`src/rtl/branch_control_sequencer.sv`:
```
// Hardwired control sequencer for fetch and control-transfer instructions
// (branch, jr, jal, nop, halt) with a memory-ready handshake and halt/illegal detection.
module branch_control_sequencer #(
  parameter int              WORD_W  = 32,
  parameter int              ALU_W   = 4,
  parameter logic [ALU_W-1:0] ALU_ADD = 4'd2,
  parameter int              CNT_W   = 16,
  parameter logic [4:0]      OP_BR   = 5'b10010,
  parameter logic [4:0]      OP_JAL  = 5'b10011,
  parameter logic [4:0]      OP_JR   = 5'b10100,
  parameter logic [4:0]      OP_NOP  = 5'b11010,
  parameter logic [4:0]      OP_HALT = 5'b11011
) (
  input  logic              Clock,
  input  logic              Clear,
  input  logic              mem_ready,
  input  logic [WORD_W-1:0] ir,
  input  logic              con_ff,
  output logic              PCout,
  output logic              MDRout,
  output logic              Zlowout,
  output logic              Rout,
  output logic              MARin,
  output logic              MDRin,
  output logic              IRin,
  output logic              Yin,
  output logic              Zlowin,
  output logic              PCin,
  output logic              Rin,
  output logic              IncPC,
  output logic              Read,
  output logic              Gra,
  output logic              Cout,
  output logic              con_in,
  output logic              R15_enable,
  output logic [ALU_W-1:0]  CONTROL,
  output logic [3:0]        state,
  output logic              halted,
  output logic              illegal,
  output logic [CNT_W-1:0]  instr_count
);

  typedef enum logic [3:0] {
    RST = 4'd0, T0 = 4'd1, T1 = 4'd2, T2 = 4'd3, T3 = 4'd4,
    T4 = 4'd5, T5 = 4'd6, T6 = 4'd7, HALT = 4'd8, ILL = 4'd9
  } state_e;

  typedef enum logic [2:0] {K_BR, K_JAL, K_JR, K_NOP, K_HALT, K_ILL} kind_e;

  typedef struct packed {
    logic pcOut, mdrOut, zlowOut, rOut, marIn, mdrIn, irIn, yIn, zlowIn;
    logic pcIn, rIn, incPc, read, gra, cOut, conIn, r15Enable;
  } strobes_t;

  state_e           state_q;
  kind_e            kind_q;
  strobes_t         strobe_q;
  logic [ALU_W-1:0] control_q;
  logic             halted_q;
  logic             illegal_q;
  logic [CNT_W-1:0] count_q;

  logic [4:0] opcode;
  logic       unused_ir;
  assign opcode    = ir[WORD_W-1 -: 5];
  assign unused_ir = ^ir[WORD_W-6:0];

  function automatic kind_e decodeOp(input logic [4:0] op);
    if (op == OP_BR)        return K_BR;
    else if (op == OP_JAL)  return K_JAL;
    else if (op == OP_JR)   return K_JR;
    else if (op == OP_NOP)  return K_NOP;
    else if (op == OP_HALT) return K_HALT;
    else                    return K_ILL;
  endfunction

  function automatic strobes_t fetchStrobes();
    strobes_t s;
    s        = '0;
    s.pcOut  = 1'b1;
    s.marIn  = 1'b1;
    s.incPc  = 1'b1;
    s.zlowIn = 1'b1;
    return s;
  endfunction

  // Outputs are registered: each branch loads the strobes of the state being entered.
  always_ff @(posedge Clock or posedge Clear) begin
    if (Clear) begin
      state_q   <= RST;
      kind_q    <= K_NOP;
      strobe_q  <= '0;
      control_q <= '0;
      halted_q  <= 1'b0;
      illegal_q <= 1'b0;
      count_q   <= '0;
    end else begin
      strobe_q  <= '0;
      control_q <= '0;
      case (state_q)
        RST: begin
          state_q  <= T0;
          strobe_q <= fetchStrobes();
        end
        T0: begin
          state_q          <= T1;
          strobe_q.zlowOut <= 1'b1;
          strobe_q.pcIn    <= 1'b1;
          strobe_q.read    <= 1'b1;
          strobe_q.mdrIn   <= 1'b1;
        end
        T1: begin
          if (mem_ready) begin
            state_q         <= T2;
            strobe_q.mdrOut <= 1'b1;
            strobe_q.irIn   <= 1'b1;
          end else begin
            // Waiting for memory: keep the read going but never reload PC twice.
            strobe_q.zlowOut <= 1'b1;
            strobe_q.read    <= 1'b1;
            strobe_q.mdrIn   <= 1'b1;
          end
        end
        T2: begin
          state_q <= T3;
          kind_q  <= decodeOp(opcode);
          case (decodeOp(opcode))
            K_BR: begin
              strobe_q.gra   <= 1'b1;
              strobe_q.rOut  <= 1'b1;
              strobe_q.conIn <= 1'b1;
            end
            K_JR: begin
              strobe_q.gra  <= 1'b1;
              strobe_q.rOut <= 1'b1;
              strobe_q.pcIn <= 1'b1;
            end
            K_JAL: begin
              strobe_q.pcOut     <= 1'b1;
              strobe_q.r15Enable <= 1'b1;
              strobe_q.rIn       <= 1'b1;
            end
            default: ;
          endcase
        end
        T3: begin
          case (kind_q)
            K_BR: begin
              state_q        <= T4;
              strobe_q.pcOut <= 1'b1;
              strobe_q.yIn   <= 1'b1;
            end
            K_JAL: begin
              state_q       <= T4;
              strobe_q.gra  <= 1'b1;
              strobe_q.rOut <= 1'b1;
              strobe_q.pcIn <= 1'b1;
            end
            K_HALT: begin
              state_q  <= HALT;
              halted_q <= 1'b1;
            end
            K_ILL: begin
              state_q   <= ILL;
              illegal_q <= 1'b1;
            end
            default: begin
              state_q  <= T0;
              strobe_q <= fetchStrobes();
              count_q  <= count_q + 1'b1;
            end
          endcase
        end
        T4: begin
          if (kind_q == K_BR) begin
            state_q         <= T5;
            strobe_q.cOut   <= 1'b1;
            strobe_q.zlowIn <= 1'b1;
            control_q       <= ALU_ADD;
          end else begin
            state_q  <= T0;
            strobe_q <= fetchStrobes();
            count_q  <= count_q + 1'b1;
          end
        end
        T5: begin
          state_q          <= T6;
          strobe_q.zlowOut <= 1'b1;
          strobe_q.pcIn    <= con_ff;
        end
        T6: begin
          state_q  <= T0;
          strobe_q <= fetchStrobes();
          count_q  <= count_q + 1'b1;
        end
        HALT:    state_q <= HALT;
        ILL:     state_q <= ILL;
        default: state_q <= RST;
      endcase
    end
  end

  assign PCout       = strobe_q.pcOut;
  assign MDRout      = strobe_q.mdrOut;
  assign Zlowout     = strobe_q.zlowOut;
  assign Rout        = strobe_q.rOut;
  assign MARin       = strobe_q.marIn;
  assign MDRin       = strobe_q.mdrIn;
  assign IRin        = strobe_q.irIn;
  assign Yin         = strobe_q.yIn;
  assign Zlowin      = strobe_q.zlowIn;
  assign PCin        = strobe_q.pcIn;
  assign Rin         = strobe_q.rIn;
  assign IncPC       = strobe_q.incPc;
  assign Read        = strobe_q.read;
  assign Gra         = strobe_q.gra;
  assign Cout        = strobe_q.cOut;
  assign con_in      = strobe_q.conIn;
  assign R15_enable  = strobe_q.r15Enable;
  assign CONTROL     = control_q;
  assign state       = state_q;
  assign halted      = halted_q;
  assign illegal     = illegal_q;
  assign instr_count = count_q;

endmodule

```
`config.mk`:
```
export PLATFORM = sky130hd
export DESIGN_NAME = branch_control_sequencer
export DESIGN_NICKNAME = d
export VERILOG_FILES = /design/src/rtl/branch_control_sequencer.sv
export SDC_FILE = /design/constraint.sdc
export NUM_CORES = 1
export LEC_CHECK = 0
export CAP_MARGIN = 20
export CELL_PAD_IN_SITES_DETAIL_PLACEMENT = 0
export CELL_PAD_IN_SITES_GLOBAL_PLACEMENT = 1
export CORE_MARGIN = 3
export CORE_UTILIZATION = 31
export CTS_BUF_LIST = sky130_fd_sc_hd__clkbuf_16
export DETAILED_ROUTE_END_ITERATION = 10
export HOLD_SLACK_MARGIN = 0.08
export PLACE_DENSITY_LB_ADDON = 0.25
export REMOVE_ABC_BUFFERS = 1
export SYNTH_ARGS = -nofsm -noshare
export SYNTH_HDL_FRONTEND = slang
export SYNTH_SLANG_ARGS = --single-unit
```
`constraint.sdc`:
```
create_clock -name Clock -period 2.1 [get_ports Clock]
set_input_delay 0.63 -clock Clock [delete_from_list [all_inputs] [get_ports Clock]]
set_output_delay 0.63 -clock Clock [all_outputs]
set_load 0.05 [all_outputs]
```
==> flow_summary.yaml, run 1 <==
sta:
  timing.fmax_mhz: 555.2
  period_share_pct: 85.77
  fin_tns_setup_ns: 0
  clock-skew-final_ns: 0.004712
  fin_hold_ws_ns: 0.4714
  setup-violations-final: 0
  rsz_0062_raised_after_global_routing: "no"
  final.setup.worst_slack_ns: 0.2988
  min_period_ns: 1.801
  timing_hold_violations_final: 0
  report.final.slew_viol_count: 0
die:
  core_area_um2: 5675
  die_h_um: 83.89
  area_enclosed_by_the_die_boundary_um2: 7037
  floorplan.io_pins: 79
  initial_utilization_pct: 33.13
  die-width_um: 83.89
  placementRows: 27
yosys:
  async_reset_ff_share_pct: 100.0
  yosys.area.top_type: "sky130_fd_sc_hd__dfrtp_1"
  synth.cell_area_um2: 1881
  syn-instance-count: 183
  post_synth_main_area_contributors: "sky130_fd_sc_hd__dfrtp_1, sky130_fd_sc_hd__xor2_1, sky130_fd_sc_hd__buf_4"
  synth_top_area_share_pct: 46.57
  synth_area_per_cell_um2: 10.28
  ys_warn_count: 0
  postSynth.topFlopCell: "sky130_fd_sc_hd__dfrtp_1"
  post_synth_num_cell_types: 48
  yosys_register_bits: 37
  synth_sequential_area_ratio_pct: 49.37
  synth_edf_count: 0
power_and_ir_drop:
  worst_ir_drop_on_vdd_v: 0.0002571
  p_leak_nw: 1.228
  power_per_cell_area_nw_per_um2: 589.2
  power_mw: 1.473
route:
  drt-total-wl_um: 4140
  dr_total_vias: 1451
  length_of_the_first_detailed_routing_pass_in_iterations: 4
  drt_iter0_markers: 66
  remaining_drc_errors: 0
  vias_per_cell: 4.789
  drt.antenna.violating_nets: 0
  wl_per_cell_um: 13.66
worst_setup_path:
  timing_worst_setup_path_type: "reg2out"
  critical_path.top_delay_family: "flip-flops"
  crit_path_max_incr_delay_ns: 0.50
  r2r_start: "kind_q[1]"
  r2r_end: "instr_count[15]"
  worst_ep_required_time_ns: 1.47
  cp-end-kind: "output port"
  path_cells: "buf_4 > buf_12"
  startpoint_type: "register"
  reg2reg_slack_ns: 0.35
  path_buf_inv: 2
  worstPathMaxFanout: 11
  worstRegToRegCells: 4
  cpMaxStageDelayCell: "sky130_fd_sc_hd__dfrtp_1"
  critPathArrivalTime_ns: 1.17
cts:
  tritoncts: "built"
  clock_tree.htree_level_count: 2
  post_cts_sizing_count: 0
  cts.reportedPaths.clkPinSlew_ns: 0.05
  cts.sinks: 37
  worst_skew_late_latency_ns: 0.27
  postCtsSetupRepairBufs: 0
  clock-root-buffer: "sky130_fd_sc_hd__clkbuf_16"
  cts-hold-fix-buffers: 0
  numCtsBuffers: 5
  cts_max_path_buffers: 2
min_path:
  timing.hold.worst.start: "instr_count[15]"
  whs_endpoint: "instr_count[15]"
  min_path_type: "reg2reg"
  hold_depth: 1
status:
  run_status: "complete, no violations"
finish:
  drive_gt1_share_pct: 28.14
  antenna_cells: 0
  instances_no_fill: 303
  final_nets: 267
  nFillCells: 574
  layout-area-overhead-vs-synth_pct: 32.93
  largest_register_ff_count: 16
global_routing:
  grt_pass1_wl_um: 7203
  overflow: 0
  grt.total_usage_pct: 12.36
  via_count_of_the_first_global_routing_pass: 1484
  grt_start_max_net_pins: 29
  number_of_antenna_violations_at_the_first_check_in_global_routing: 0
place:
  dp_hpwl_um: 3086
  place_congestion: 0.7411
  dp_worst_setup_slack_ns: 0.1587
  port-buffer-count: 48
  placed_instance_count: 295
run:
  cap_viol_max_count: 0
==> worst max path at each step <==
| stage | start | end | slack [ns] | cells after the start |
|---|---|---|---|---|
| 2_1_floorplan | state[2] | instr_count[11] | 0.17 | 4 |
| 3_5_place_dp | ir[28] | PCout | 0.16 | 4 |
| 6_report | state[1] | state[1] | 0.30 | 2 |
| 4_1_cts | state[0] | state[0] | 0.29 | 2 |
| 5_1_grt | kind_q[1] | instr_count[11] | 0.15 | 4 |
| 3_3_place_gp | ir[28] | PCout | 0.15 | 4 |
==> cell type report <==
class	count	area [um^2]	area share, %
flip-flops and latches	37	928.4	37.14
multi-input cells	125	829.5	33.18
repair buffers	54	488.0	19.52
well taps	72	90.09	3.604
inverters	7	26.28	1.051
clock buffers	5	125.1	5.005
clock inverters	3	12.51	0.5005
==> per-layer routing <==
metal	part of all wire, %	track usage (%)	vias up
met3	5.3	3.751	2
met4	0.19	2.632	0
met5	0	0	-
li1	-	-	728
met1	48	16.03	687
met2	47	20.32	34
==> stage by stage <==
stage               util [%]  instance area [um^2]
floorplan                  -                  1784
global placement       41.62                  2362
detailed placement     41.62                  2362
CTS                    44.05                  2500
global route           44.05                  2500
finish                 44.05                  2500
==> cells by family (layout without fill, tap and decap cells) <==
| group | Yosys count | count (layout) | synth area share (%) |
|---|---|---|---|
| muxes | 2 | 2 | 1.397 |
| DFF | 37 | 37 | 49.37 |
| adders and majority gates | 1 | 1 | 0.6652 |
| and+or+nand+nor | 71 | 71 | 22.69 |
| buffers and inverters | 23 | 69 | 6.919 |
| xor gates and xnor gates | 15 | 15 | 6.986 |
| other | 1 | 3 | 0.1994 |
| AOI/OAI and AO/OA | 33 | 33 | 11.78 |
==> cell usage after synthesis (2+ instances only) <==
master and number:
sky130_fd_sc_hd__o21bai_1 2, sky130_fd_sc_hd__a21oi_1 9, sky130_fd_sc_hd__buf_4 9, sky130_fd_sc_hd__nor4_1 3, sky130_fd_sc_hd__nor2b_1 5, sky130_fd_sc_hd__o21ai_1 4, sky130_fd_sc_hd__nor2_1 11, sky130_fd_sc_hd__clkbuf_1 4
sky130_fd_sc_hd__and2_1 2, sky130_fd_sc_hd__inv_1 7, sky130_fd_sc_hd__buf_2 2, sky130_fd_sc_hd__xnor2_1 3, sky130_fd_sc_hd__nand4_1 2, sky130_fd_sc_hd__o21ai_0 2, sky130_fd_sc_hd__nand2b_1 3, sky130_fd_sc_hd__and4_1 3
sky130_fd_sc_hd__nor3b_1 3, sky130_fd_sc_hd__o31ai_1 3, sky130_fd_sc_hd__nor3_1 12, sky130_fd_sc_hd__a31oi_1 4, sky130_fd_sc_hd__nor4b_2 2, sky130_fd_sc_hd__nand3_1 6, sky130_fd_sc_hd__dfrtp_1 35, sky130_fd_sc_hd__xor2_1 12
sky130_fd_sc_hd__dfstp_2 2, sky130_fd_sc_hd__nand2_1 11
==> placed cells by master (no fill, tap or decap), drive strengths merged, types with 3 or more instances in the layout <==
cell type      count
dfrtp             35
nor3              12
o21ai              6
nor2b              7
a21oi              9
clkdlybuf4s50      8
clkbuf             5
nor2              11
nor4               4
and4               3
xor2              12
o31ai              3
nand2b             3
nand2             11
inv                7
nor3b              3
xnor2              3
a31oi              4
nand3              6
clkinv             3
conb               3
buf               46
==> power breakdown <==
group | total [mW] | switching (mW) | internal, mW
combinational | 0.0625 | 0.0385 | 0.0240
sequential | 0.714 | 0 | 0.714
clock | 0.697 | 0.268 | 0.429
No activity file was read; power rests on OpenSTA's default activity.
==> run 2, diff against run 1 <==
==> constraint.sdc (replaced) <==
create_clock -name Clock -period 1.9 [get_ports Clock]
set_input_delay 0.57 -clock Clock [delete_from_list [all_inputs] [get_ports Clock]]
set_output_delay 0.57 -clock Clock [all_outputs]
set_load 0.05 [all_outputs]
==> run 2 against run 1 <==
  * Setup slack got worse by 0.15 ns
  * Global-route usage increased by 0.74 points
  * Largest power group is now the clock network
  * Flip-flop and latch count unchanged
  * Count of clock-buffer cells in the layout unchanged
  * Via count increased by 0.41%
  * Wire length increased by 2.9%
  * Critical path type unchanged
==> flow_summary.yaml, run 2 (synthesis results as in run 1) <==
route:
  wl_per_cell_um: 13.92
  drt.antenna.violating_nets: 0
  drt_iter0_markers: 73
  vias_per_cell: 4.761
  dr_total_vias: 1457
  remaining_drc_errors: 0
  drt-total-wl_um: 4259
  length_of_the_first_detailed_routing_pass_in_iterations: 4
sta:
  setup-violations-final: 0
  period_share_pct: 91.93
  report.final.slew_viol_count: 0
  timing.fmax_mhz: 572.5
  min_period_ns: 1.747
  fin_hold_ws_ns: 0.4703
  fin_tns_setup_ns: 0
  final.setup.worst_slack_ns: 0.1533
  timing_hold_violations_final: 0
  rsz_0062_raised_after_global_routing: "no"
  clock-skew-final_ns: 0.006981
cts:
  numCtsBuffers: 5
  worst_skew_late_latency_ns: 0.28
  tritoncts: "built"
  cts_max_path_buffers: 2
  cts.sinks: 37
  clock_tree.htree_level_count: 2
  cts.reportedPaths.clkPinSlew_ns: 0.06
  clock-root-buffer: "sky130_fd_sc_hd__clkbuf_16"
finish:
  postLayoutCellArea_um2: 2646
  layout.core_utilization_pct: 46.63
  multiInputGateArea_um2: 835.8
  final_nets: 270
  layout_common_cells: "sky130_fd_sc_hd__dfrtp_1, sky130_fd_sc_hd__buf_4, sky130_fd_sc_hd__buf_12"
  largest_register_ff_count: 16
  seqCellArea_um2: 928.4
  drive_gt1_share_pct: 30.34
  nFillCells: 542
  antenna_cells: 0
  layout-area-overhead-vs-synth_pct: 40.72
  instances_no_fill: 306
worst_setup_path:
  critPathArrivalTime_ns: 1.18
  startpoint_type: "register"
  cp-end-kind: "output port"
  worst_ep_required_time_ns: 1.33
  worstPathMaxFanout: 10
  timing_worst_setup_path_type: "reg2out"
die:
  die_h_um: 83.89
  placementRows: 27
  floorplan.io_pins: 79
  core_area_um2: 5675
  die-width_um: 83.89
  initial_utilization_pct: 33.13
  area_enclosed_by_the_die_boundary_um2: 7037
power_and_ir_drop:
  p_leak_nw: 1.268
  power.switching_uw: 355.5
  share_clk_of_total_power_pct: 48.0
  switching_power_as_a_share_of_total_power_pct: 21.53
  power_per_cell_area_nw_per_um2: 623.9
  power_mw: 1.651
  power.internal_mw: 1.295
  worst_ir_drop_on_vdd_v: 0.0003225
  seq_power_share_pct: 47.8
  combinationalPowerShare_pct: 4.2
min_path:
  min_path_type: "reg2reg"
place:
  placed_instance_count: 298
  detailed_place.area_um2: 2497
  dp_worst_setup_slack_ns: 0.01503
  dp_hpwl_um: 3122
  port-buffer-count: 48
  place_congestion: 0.7537
status:
  run_status: "complete, no violations"
global_routing:
  number_of_antenna_violations_at_the_first_check_in_global_routing: 0
  grt.total_usage_pct: 13.09
  overflow: 0
  via_count_of_the_first_global_routing_pass: 1509
  grt_start_max_net_pins: 38
  grt_pass1_wl_um: 7424
run:
  cap_viol_max_count: 0
## run 2: critical path: stages (launching register included)
cell                      delay, ns
sky130_fd_sc_hd__dfrtp_1       0.51
sky130_fd_sc_hd__buf_4         0.24
sky130_fd_sc_hd__buf_12        0.15
## run 2: layout make-up
class                   instances  area share [%]
well taps                      72           3.404
inverters                       7          0.9929
clock buffers                   5           4.728
flip-flops and latches         37           35.08
clock inverters                 3          0.6619
multi-input cells             125           31.58
repair buffers                 57           23.55
## run 2: metal layers
layer | routed length (um) | share of wire [%] | up-vias | track usage (%)
li1 | - | - | 736 | -
met2 | 2039 | 48 | 41 | 20.97
met4 | 33 | 0.77 | 0 | 4.386
met3 | 237 | 5.6 | 4 | 3.850
met5 | 0 | 0 | - | 0
met1 | 1949 | 46 | 676 | 16.86
## run 2: worst paths after layout
path	from	endpoint	depth (start not counted)	slack [ns]
min in group asynchronous	Clear	kind_q[2]	3	0.64
worst min register to register	instr_count[15]	instr_count[15]	1	0.47
worst min-delay path	instr_count[15]	instr_count[15]	1	0.47
worst max register to register	kind_q[1]	instr_count[11]	4	0.16
worst max-delay path	state[1]	state[1]	2	0.15
max in group asynchronous	Clear	kind_q[0]	3	1.01
## run 2: power groups by stage
stage	registers [mW]	clock network, mW	logic (mW)
after floorplan	0.802	0	0.0355
after global placement	0.802	0	0.0713
after detailed placement	0.802	0	0.0716
after CTS	0.788	0.811	0.0716
after global routing	0.788	0.854	0.0780
final	0.789	0.793	0.0698
## run 2: repair_timing
| item | in CTS | in global routing |
|---|---|---|
| buffers inserted | 0 | 0 |
| hold buffers | 0 | 0 |
| resized for setup | 0 | 1 |
| setup endpoints to repair | 0 | 1 |
